**config.mk**
```make
export PLATFORM = sky130hd
export DESIGN_NAME = uart_rx_oversample
export DESIGN_NICKNAME = d
export VERILOG_FILES = /design/src/rtl/uart_pkg.sv /design/src/rtl/uart_rx_fifo.sv /design/src/rtl/uart_rx_oversample.sv
export SDC_FILE = /design/constraint.sdc
export NUM_CORES = 1
export LEC_CHECK = 0
export CAP_MARGIN = 15
export CORE_ASPECT_RATIO = 0.9
export CORE_MARGIN = 5
export CORE_UTILIZATION = 55
export CTS_CLUSTER_SIZE = 16
export DETAILED_ROUTE_END_ITERATION = 8
export GPL_TIMING_DRIVEN = 0
export PLACE_DENSITY = 0.85
export SLEW_MARGIN = 20
export SYNTH_ARGS = -nofsm -noshare
export SYNTH_HDL_FRONTEND = slang
export SYNTH_HIERARCHICAL = 1
export SYNTH_SLANG_ARGS = --single-unit
```
**constraint.sdc**
```tcl
create_clock -name CLK -period 6.95 [get_ports CLK]
set_input_delay 0.695 -clock CLK [delete_from_list [all_inputs] [get_ports CLK]]
set_output_delay 0.695 -clock CLK [all_outputs]
set_load 0.05 [all_outputs]
```
**src/rtl/uart_pkg.sv**
```systemverilog
// Shared state type, oversampling constants and vote helper for the UART receiver.
// UART_RX_PARITY_EN enables the PARITY state in the receiver.
package uart_pkg;

  typedef enum logic [2:0] {
    IDLE,
    START,
    DATA,
    PARITY,
    STOP,
    BREAK
  } rx_state_t;

  localparam int OVERSAMPLE = 16;
  localparam int MID_TICK   = 8;

  function automatic logic maj3(
    input logic a,
    input logic b,
    input logic c
  );
    return (a & b) | (a & c) | (b & c);
  endfunction

endpackage

```
**src/rtl/uart_rx_fifo.sv**
```systemverilog
// Synchronous first-word-fall-through byte buffer.
// Head reads as zero while the buffer is empty.
module uart_rx_fifo #(
  parameter int DEPTH = 4,
  parameter int WIDTH = 8
) (
  input  logic             clk,
  input  logic             rst,
  input  logic             push,
  input  logic             pop,
  input  logic [WIDTH-1:0] din,
  output logic [WIDTH-1:0] dout,
  output logic             full,
  output logic             empty
);

  localparam int AW = $clog2(DEPTH);

  logic [WIDTH-1:0] mem [DEPTH];
  logic [AW-1:0]    wr_ptr;
  logic [AW-1:0]    rd_ptr;
  logic [AW:0]      count;

  always_ff @(posedge clk) begin
    if (push) mem[wr_ptr] <= din;
  end

  always_ff @(posedge clk) begin
    if (rst) begin
      wr_ptr <= '0;
      rd_ptr <= '0;
      count  <= '0;
    end else begin
      if (push) wr_ptr <= wr_ptr + 1'b1;
      if (pop)  rd_ptr <= rd_ptr + 1'b1;
      count <= count + (AW+1)'(push)
                     - (AW+1)'(pop);
    end
  end

  assign full  = count == (AW+1)'(DEPTH);
  assign empty = count == '0;
  assign dout  = empty ? '0 : mem[rd_ptr];

endmodule

```
**src/rtl/uart_rx_oversample.sv**
```systemverilog
// 16x oversampling UART receiver with majority vote and byte FIFO.
// Define UART_RX_PARITY_EN for an even-parity bit and PARITY_ERR pulse.
module uart_rx_oversample #(
  parameter int TICK_DIV   = 54,
  parameter int OVERSAMPLE = 16,
  parameter int DATA_BITS  = 8,
  parameter int FIFO_DEPTH = 4
) (
  input  logic                 CLK,
  input  logic                 RESET,
  input  logic                 RX_IN,
  output logic [DATA_BITS-1:0] RX_DOUT,
  output logic                 RX_VALID,
  input  logic                 RX_READY,
  output logic                 RX_DONE,
  output logic                 FRAME_ERR,
`ifdef UART_RX_PARITY_EN
  output logic                 PARITY_ERR,
`endif
  output logic                 OVERRUN
);

  import uart_pkg::*;

  localparam int DW = $clog2(TICK_DIV);
  localparam int TW = $clog2(OVERSAMPLE);
  localparam int BW = (DATA_BITS > 1) ?
                      $clog2(DATA_BITS) : 1;

  localparam logic [DW-1:0] DIV_LAST =
    DW'(TICK_DIV - 1);
  localparam logic [TW-1:0] T_LAST =
    TW'(OVERSAMPLE - 1);
  localparam logic [TW-1:0] T_S0 =
    TW'(MID_TICK - 1);
  localparam logic [TW-1:0] T_S1 =
    TW'(MID_TICK);
  localparam logic [TW-1:0] T_S2 =
    TW'(MID_TICK + 1);
  localparam logic [BW-1:0] B_LAST =
    BW'(DATA_BITS - 1);

`ifdef UART_RX_PARITY_EN
  localparam rx_state_t AFTER_DATA = PARITY;
  logic par_bad;
`else
  localparam rx_state_t AFTER_DATA = STOP;
`endif

  rx_state_t state, state_n;

  logic rx_m, rx_s, rx_p;
  logic [DW-1:0] div_cnt;
  logic [TW-1:0] tick_cnt, tick_nxt;
  logic [BW-1:0] bit_cnt;
  logic [DATA_BITS-1:0] shreg;
  logic s0, s1;
  logic tick, start_edge, vote;
  logic at_vote, at_end, stop_vote;
  logic push_req, keep, push, pop;
  logic full, empty;

  // tick_nxt is the tick number within the bit once this tick lands
  assign tick       = div_cnt == DIV_LAST;
  assign tick_nxt   = tick_cnt + 1'b1;
  assign at_vote    = tick && tick_nxt == T_S2;
  assign at_end     = tick && tick_cnt == T_LAST;
  assign vote       = maj3(s0, s1, rx_s);
  assign start_edge = state == IDLE &&
                      rx_p && !rx_s;
  assign stop_vote  = state == STOP && at_vote;

  always_ff @(posedge CLK) begin
    if (RESET) state <= IDLE;
    else       state <= state_n;
  end

  always_comb begin
    state_n = state;
    unique case (state)
      IDLE:
        if (start_edge) state_n = START;
      START:
        if (at_vote && vote) state_n = IDLE;
        else if (at_end)     state_n = DATA;
      DATA:
        if (at_end && bit_cnt == B_LAST)
          state_n = AFTER_DATA;
`ifdef UART_RX_PARITY_EN
      PARITY:
        if (at_end) state_n = STOP;
`endif
      STOP:
        if (at_vote) state_n = vote ? IDLE : BREAK;
      BREAK:
        if (rx_s) state_n = IDLE;
      default:
        state_n = IDLE;
    endcase
  end

  always_ff @(posedge CLK) begin
    if (RESET) begin
      rx_m     <= 1'b1;
      rx_s     <= 1'b1;
      rx_p     <= 1'b1;
      div_cnt  <= '0;
      tick_cnt <= '0;
      bit_cnt  <= '0;
      shreg    <= '0;
      s0       <= 1'b1;
      s1       <= 1'b1;
    end else begin
      rx_m <= RX_IN;
      rx_s <= rx_m;
      rx_p <= rx_s;
      if (start_edge || tick) div_cnt <= '0;
      else div_cnt <= div_cnt + 1'b1;
      if (start_edge) tick_cnt <= '0;
      else if (tick)  tick_cnt <= tick_nxt;
      if (tick && tick_nxt == T_S0) s0 <= rx_s;
      if (tick && tick_nxt == T_S1) s1 <= rx_s;
      if (start_edge) bit_cnt <= '0;
      else if (state == DATA && at_end)
        bit_cnt <= bit_cnt + 1'b1;
      if (state == DATA && at_vote)
        shreg <= {vote, shreg[DATA_BITS-1:1]};
    end
  end

`ifdef UART_RX_PARITY_EN
  always_ff @(posedge CLK) begin
    if (RESET) begin
      par_bad    <= 1'b0;
      PARITY_ERR <= 1'b0;
    end else begin
      if (state == PARITY && at_vote)
        par_bad <= vote ^ (^shreg);
      PARITY_ERR <= push_req && par_bad;
    end
  end
  assign keep = push_req && !par_bad;
`else
  assign keep = push_req;
`endif

  // a pop in the push cycle frees a slot even when full
  assign pop      = !empty && RX_READY;
  assign push     = keep && (!full || pop);
  assign RX_VALID = !empty;

  always_ff @(posedge CLK) begin
    if (RESET) begin
      push_req  <= 1'b0;
      RX_DONE   <= 1'b0;
      FRAME_ERR <= 1'b0;
      OVERRUN   <= 1'b0;
    end else begin
      push_req  <= stop_vote && vote;
      FRAME_ERR <= stop_vote && !vote;
      RX_DONE   <= push;
      OVERRUN   <= keep && full && !pop;
    end
  end

  uart_rx_fifo #(
    .DEPTH(FIFO_DEPTH),
    .WIDTH(DATA_BITS)
  ) u_fifo (
    .clk  (CLK),
    .rst  (RESET),
    .push (push),
    .pop  (pop),
    .din  (shreg),
    .dout (RX_DOUT),
    .full (full),
    .empty(empty)
  );

endmodule

```
After elaboration in Yosys (flattened, before gate mapping):

Memories as Yosys holds them, arrays and structs flattened. A register that Yosys moved wholly into a read port is not among the register bits.
Cells that the tools add are included.

* $add $sub $neg: 7
* bitwise logic cells: 5
* equal/unequal tests: 16
* reductions and logical operators: 29
* mux-type cells: 13

Operators by type and width (number)
* $mux 3: 7
* $logic_and 1x1->1: 17
* $pmux 3 s5: 1
* $eq 3x3->1 const B: 4
* $eq 4x4->1 const B: 3
* $mux 8: 1
* $ne 2x2->1 const B: 4
* $add 6x1->6 const B: 1
* $eq 6x6->1 const B: 1
* $logic_not 3->1: 2
* $logic_not 1->1: 5
* $reduce_and 5->1: 1
* $add 2x1->2 const B: 2
* $add 4x1->4 const B: 1
* $eq 4x3->1 const B: 1
* $mux 2: 2
* $reduce_or 2->1: 2
* $add 3x1->3: 1
* $add 3x1->3 const B: 1
* $and 1x1->1: 3
* $eq 3x1->1 const B: 1
* $eq 3x2->1 const B: 1
* $ne 3x3->1 const B: 1
* $sub 3x1->3: 1
* other kinds (3): 6

* register bits: 40
* output and inout bits: 12
* word-level logic and storage cells: 88
* memory bits (writable): 32
* memories kept: 1
* bits of input ports: 4

Memory list
* u_fifo.mem: depth 4, bits a word 8, rd ports 1, clocked after memory_dff 1, write ports 1, RTL line uart_rx_fifo.sv:19 `logic [WIDTH-1:0] mem [DEPTH];`

Longest topological paths before layout:

* word-level depth: 7
* gate-level depth with buffers: 12

Hierarchy:

Netlist, hierarchy kept.

By module, submodules not included
* uart_rx_fifo: times used 1, cells each 94, seq. area each 1141.1 µm², area an instance 1654.1 µm²
* uart_rx_oversample: times used 1, cells each 163, seq. area each 660.6 µm², area an instance 1519.0 µm²

Least setup slack after synthesis:

No wires, ideal clock.

* path kind: reg-to-reg
* from: register u_fifo.count[1]
* to: register u_fifo.count[2]
* data arrival time: 2.360 ns
* path slack: 4.480 ns
* stages on the path, launching flop included: 13
* data required time: 6.840 ns
* path buffers: 1
* path through: dfxtp_1 or3_1 clkbuf_1 inv_1 inv_1 nand2_1 inv_1 ha_1 inv_1 ha_1 fa_1 xor3_1 nor2_1

* word-level cells in the longest chain between the ends: 7
* elaborated cells between the ends (all ways): 9
* classes of those cells: add/sub: 2; eq/ne: 1; reduce/logical: 6

RTL lines
* start: declaration: RTL line uart_rx_fifo.sv:22 `logic [AW:0] count;`
* start signal: assignment: RTL line uart_rx_fifo.sv:36 `count <= count + (AW+1)'(push)`
* $logic_not 3->1 *: RTL line uart_rx_fifo.sv:42 `assign empty = count == '0;`
* named net empty: RTL line uart_rx_oversample.sv:61 `logic full, empty;`
* $logic_not 1->1 *
* named net RX_VALID: RTL line uart_rx_oversample.sv:13 `output logic RX_VALID,`
* $logic_and 1x1->1 *: RTL line uart_rx_oversample.sv:148 `assign pop = !empty && RX_READY;`
* named net pop: RTL line uart_rx_oversample.sv:60 `logic push_req, keep, push, pop;`
* $logic_or 1x1->1: RTL line uart_rx_oversample.sv:149 `assign push = keep && (!full || pop);`
* $logic_and 1x1->1: RTL line uart_rx_oversample.sv:149
* $add 3x1->3: RTL line uart_rx_fifo.sv:36
* $sub 3x1->3 *: RTL line uart_rx_fifo.sv:37 `- (AW+1)'(pop);`

The timed path passes the listed nets; every way through them passes the cells marked *.
A chain may end at the register's enable or synchronous reset.

==> results.md <==
* primary output — Worst Setup End Kind
* flip-flop — CP startpoint kind
* 12 — Register-to-Register Path Depth
* 11.8% — share of final-layout standard cells stronger than drive strength 1
* 2 — count of buffering cells on the critical path with inverters included
* 13.4 µm — detailed-route wire length per cell
* 12.6% — synth-to-layout area growth
* sky130_fd_sc_hd__dfxtp_1, sky130_fd_sc_hd__nor2_1, sky130_fd_sc_hd__edfxtp_1 — leading cell types in the layout, fill and taps excluded
* 1.36 nW — Leak
* 1 — Worst Hold Depth
* 26 — FP Rows
* 51.8% — Max-Slew Margin vs Limit
* 16.3% — grt met1 use
* 0.000374 W — net switching power
* sky130_fd_sc_hd__clkdlybuf4s50_1 — Slowest-stage cell, CP
* reg2out — critical path type
* 0 — antenna diode count
* met2 — GR peak layer
* 4 — cell depth of the worst setup path
* 439 — Fillers
* done — CTS tree
* 257 — count of mapped cells out of synthesis
* 2.29 ns — data arrival time of the worst path
* 8390 µm — wire length of the first global-routing pass
* 24.2% — proportion of power drawn by the clock network
* 0.000754 W — cell internal power dissipation
* 32.9% — combinational group share of total power
* 0.718 ns — Worst Tran Pin Value
* 4780 µm — Routed WL
* 6.25 ns — CP required
* 276 — number of nets produced by synthesis
* 15 — number of port buffers
* 3 — htree depth
* 42.9% — Final period util
* 0 — # hold bufs at CTS
* 43.0% — power share of the sequential group
* 2 — number of buffers on the longest clock path
* 316 nW/µm² — P per Cell Area
* 14.5% — total routing resource utilization after global routing
* sky130_fd_sc_hd__clkbuf_8 — clock root buffer
* clkbuf_1 > mux4_2 > and2_1 > clkdlybuf4s50_1 — worst-path cell chain
* 0 — initial antenna violation count
* 4 — first-pass iteration count of the detailed router
* 0.238 mV — maximum vdd drop
* 7390 µm² — Total Die Area
* 302 — nets
* buffers and inverters — critical path's top delay family
* 9 — number of buffers inserted during clock tree synthesis
* 0 — GRT Residual Overflow
* 3170 µm² — cell area after technology mapping
* 56.4% — initial core utilization
* 0.409 ns — worst hold margin
* no — setup repair after global routing missed its margin
* 0.34 ns — Clk Latency, worst-skew pair
* 335 MHz — fmax
* completed — outcome
* 74 — total of flip-flops plus latches after synthesis
* 32 — number of flops mapped to enable cells by yosys
* 13 — maximum number of pins on one net before global-route repair
* 5630 µm² — area of the core
* 0.07 ns — Reg clk slew, reported paths
* 1,834 — via count of the routed design
* 2.98 ns — shortest period the worst path allows
* 0 — final number of setup-violating endpoints
* 8 — peak fanout along the critical path
* 0 — number of max-slew violations in the final report
* 16 — I/O pin count
* 82.1 µm — Vert. Die Dim
* sky130_fd_sc_hd__dfxtp_1 — leading register cell type out of synthesis
* 4.32 ns — Placement Setup Slack
* 0 — number of gates resized after cts
* 0.00696 ns — clk_skew
* 0.70 ns — maximum single-stage delay on the critical path
* 0 — postcts setup bufs
* 33.2% — switching share of power
* 96 — first-iteration detailed-routing DRC count
* 0 — Remaining DRCs
* 0% — async set or reset register ratio after synthesis
* reg2reg — HP Class
* 0 ns — post-route setup TNS
* 90.1 µm — die span in x
* 6 — Ys Warns
* 41 — Distinct cells, synth
* 3.97 ns — setup slack of the critical path after layout
* 25.5% — fraction of met2 tracks used by global routing
* 0 — post-route ant nets
* 0.834 — GPL Wtd Cong
* 0 — reported max-cap violation count
* 12.3 µm² — Syn Area/Cell
* 56.8% — sequential fraction of the synthesis area
* 1,864 — number of global-route vias before repair
* 0 — Final Hold Vio Count
* 5.12 — number of vias per cell
* sky130_fd_sc_hd__dfxtp_1 — most common cell after layout, fill and taps aside
* 74 — sinks on the clock net
* 3370 µm — Detailed Place HPWL
* 5.86% — GR Util met3
-- power groups by stage --
| stage | logic (W) | clock network, W | registers [W] |
|---|---|---|---|
| 2_1_floorplan | 0.000280 | 0 | 0.000491 |
| 5_1_grt | 0.000403 | 0.000301 | 0.000488 |
| 3_5_place_dp | 0.000374 | 0 | 0.000494 |
| 3_3_place_gp | 0.000364 | 0 | 0.000494 |
| 6_report | 0.000371 | 0.000273 | 0.000485 |
| 4_1_cts | 0.000377 | 0.000282 | 0.000485 |
-- cell usage after synthesis, drive strengths merged (2+ instances only) --
cell,number,area (µm²)
a211o,2,17.5
or3,2,12.5
nand2,9,38.8
nor2,33,124
and3,2,12.5
xor2,5,43.8
or2,5,31.3
mux4,8,180
nand2b,5,31.3
nand3,4,20.0
mux2i,14,140
clkbuf,8,30.0
edfxtp,32,961
inv,15,56.3
nand4,2,12.5
a2111oi,2,17.5
a21oi,5,25.0
xnor2,8,70.1
ha,14,175
nand3b,3,22.5
dfxtp,42,841
nor2b,4,25.0
and2,13,81.3
nor4,5,46.3
buf,2,16.3
-- worst paths after layout --
check                   from         endpoint  slack [ns]
min reg2reg             rx_m             rx_s        0.41
max                flip-flop       RX_DOUT[4]        3.97
min                     rx_m             rx_s        0.41
max reg2reg  u_fifo/count[1]  u_fifo/count[2]        4.47
-- cell type report --
class,instances,area (µm²),share of cell area (%)
well taps,70,87.6,2.45
clock inverters,5,31.3,0.875
plain buffers,10,46.3,1.30
inverters,15,56.3,1.58
repair buffers,15,150,4.20
flip-flops and latches,74,1800,50.4
multi-input cells,158,1270,35.5
clock buffers,11,131,3.68
-- routing by layer --
metal	routed length [µm]	share of wire [%]
met5	0	0
met3	206	4.3
met4	19	0.40
met1	2120	44
met2	2430	51
-- worst register-to-register path, stage by stage, from the launching register on --
cell                       delay, ns
sky130_fd_sc_hd__dfxtp_1        0.33
sky130_fd_sc_hd__or3_1          0.36
sky130_fd_sc_hd__clkbuf_1       0.20
sky130_fd_sc_hd__inv_1          0.09
sky130_fd_sc_hd__inv_1          0.05
sky130_fd_sc_hd__nand2_1        0.09
sky130_fd_sc_hd__inv_1          0.10
sky130_fd_sc_hd__ha_1           0.29
sky130_fd_sc_hd__inv_1          0.04
sky130_fd_sc_hd__ha_1           0.19
sky130_fd_sc_hd__fa_1           0.39
sky130_fd_sc_hd__xor3_1         0.20
sky130_fd_sc_hd__nor2_1         0.04
-- logic make-up (layout without fill, tap and decap cells) --
kind of cell	count (synthesis)	count (layout)	synth area share [%]
and+or+nand+nor	91	91	15.5
DFF	74	74	56.8
muxes	23	23	10.6
adders and majority gates	16	16	6.47
AOI/OAI and AO/OA	14	14	3.08
xor gates and xnor gates	14	14	4.34
buffers and inverters	25	56	3.23
-- flip-flops by register name, summed over array words and instances (netlist names), named ones only --
name / count
RX_DONE: 1
s0: 1
bit_cnt: 3
tick_cnt: 4
u_fifo/rd_ptr: 2
rx_s: 1
div_cnt: 6
rx_m: 1
u_fifo/wr_ptr: 2
s1: 1
OVERRUN: 1
u_fifo/count: 3
u_fifo/mem: 32
state: 3
FRAME_ERR: 1
keep: 1
shreg: 8
rx_p: 1
-- per-stage QoR --
step	util (%)	total power, W	std cells	instance area (µm²)
2_1_floorplan	-	0.000770	257	3170
3_3_place_gp	60.6	0.000858	342	3410
3_5_place_dp	60.6	0.000869	342	3410
4_1_cts	63.5	0.00114	358	3570
5_1_grt	63.5	0.00119	358	3570
6_report	63.5	0.00113	358	3570
No activity file was read; power rests on OpenSTA's default activity.
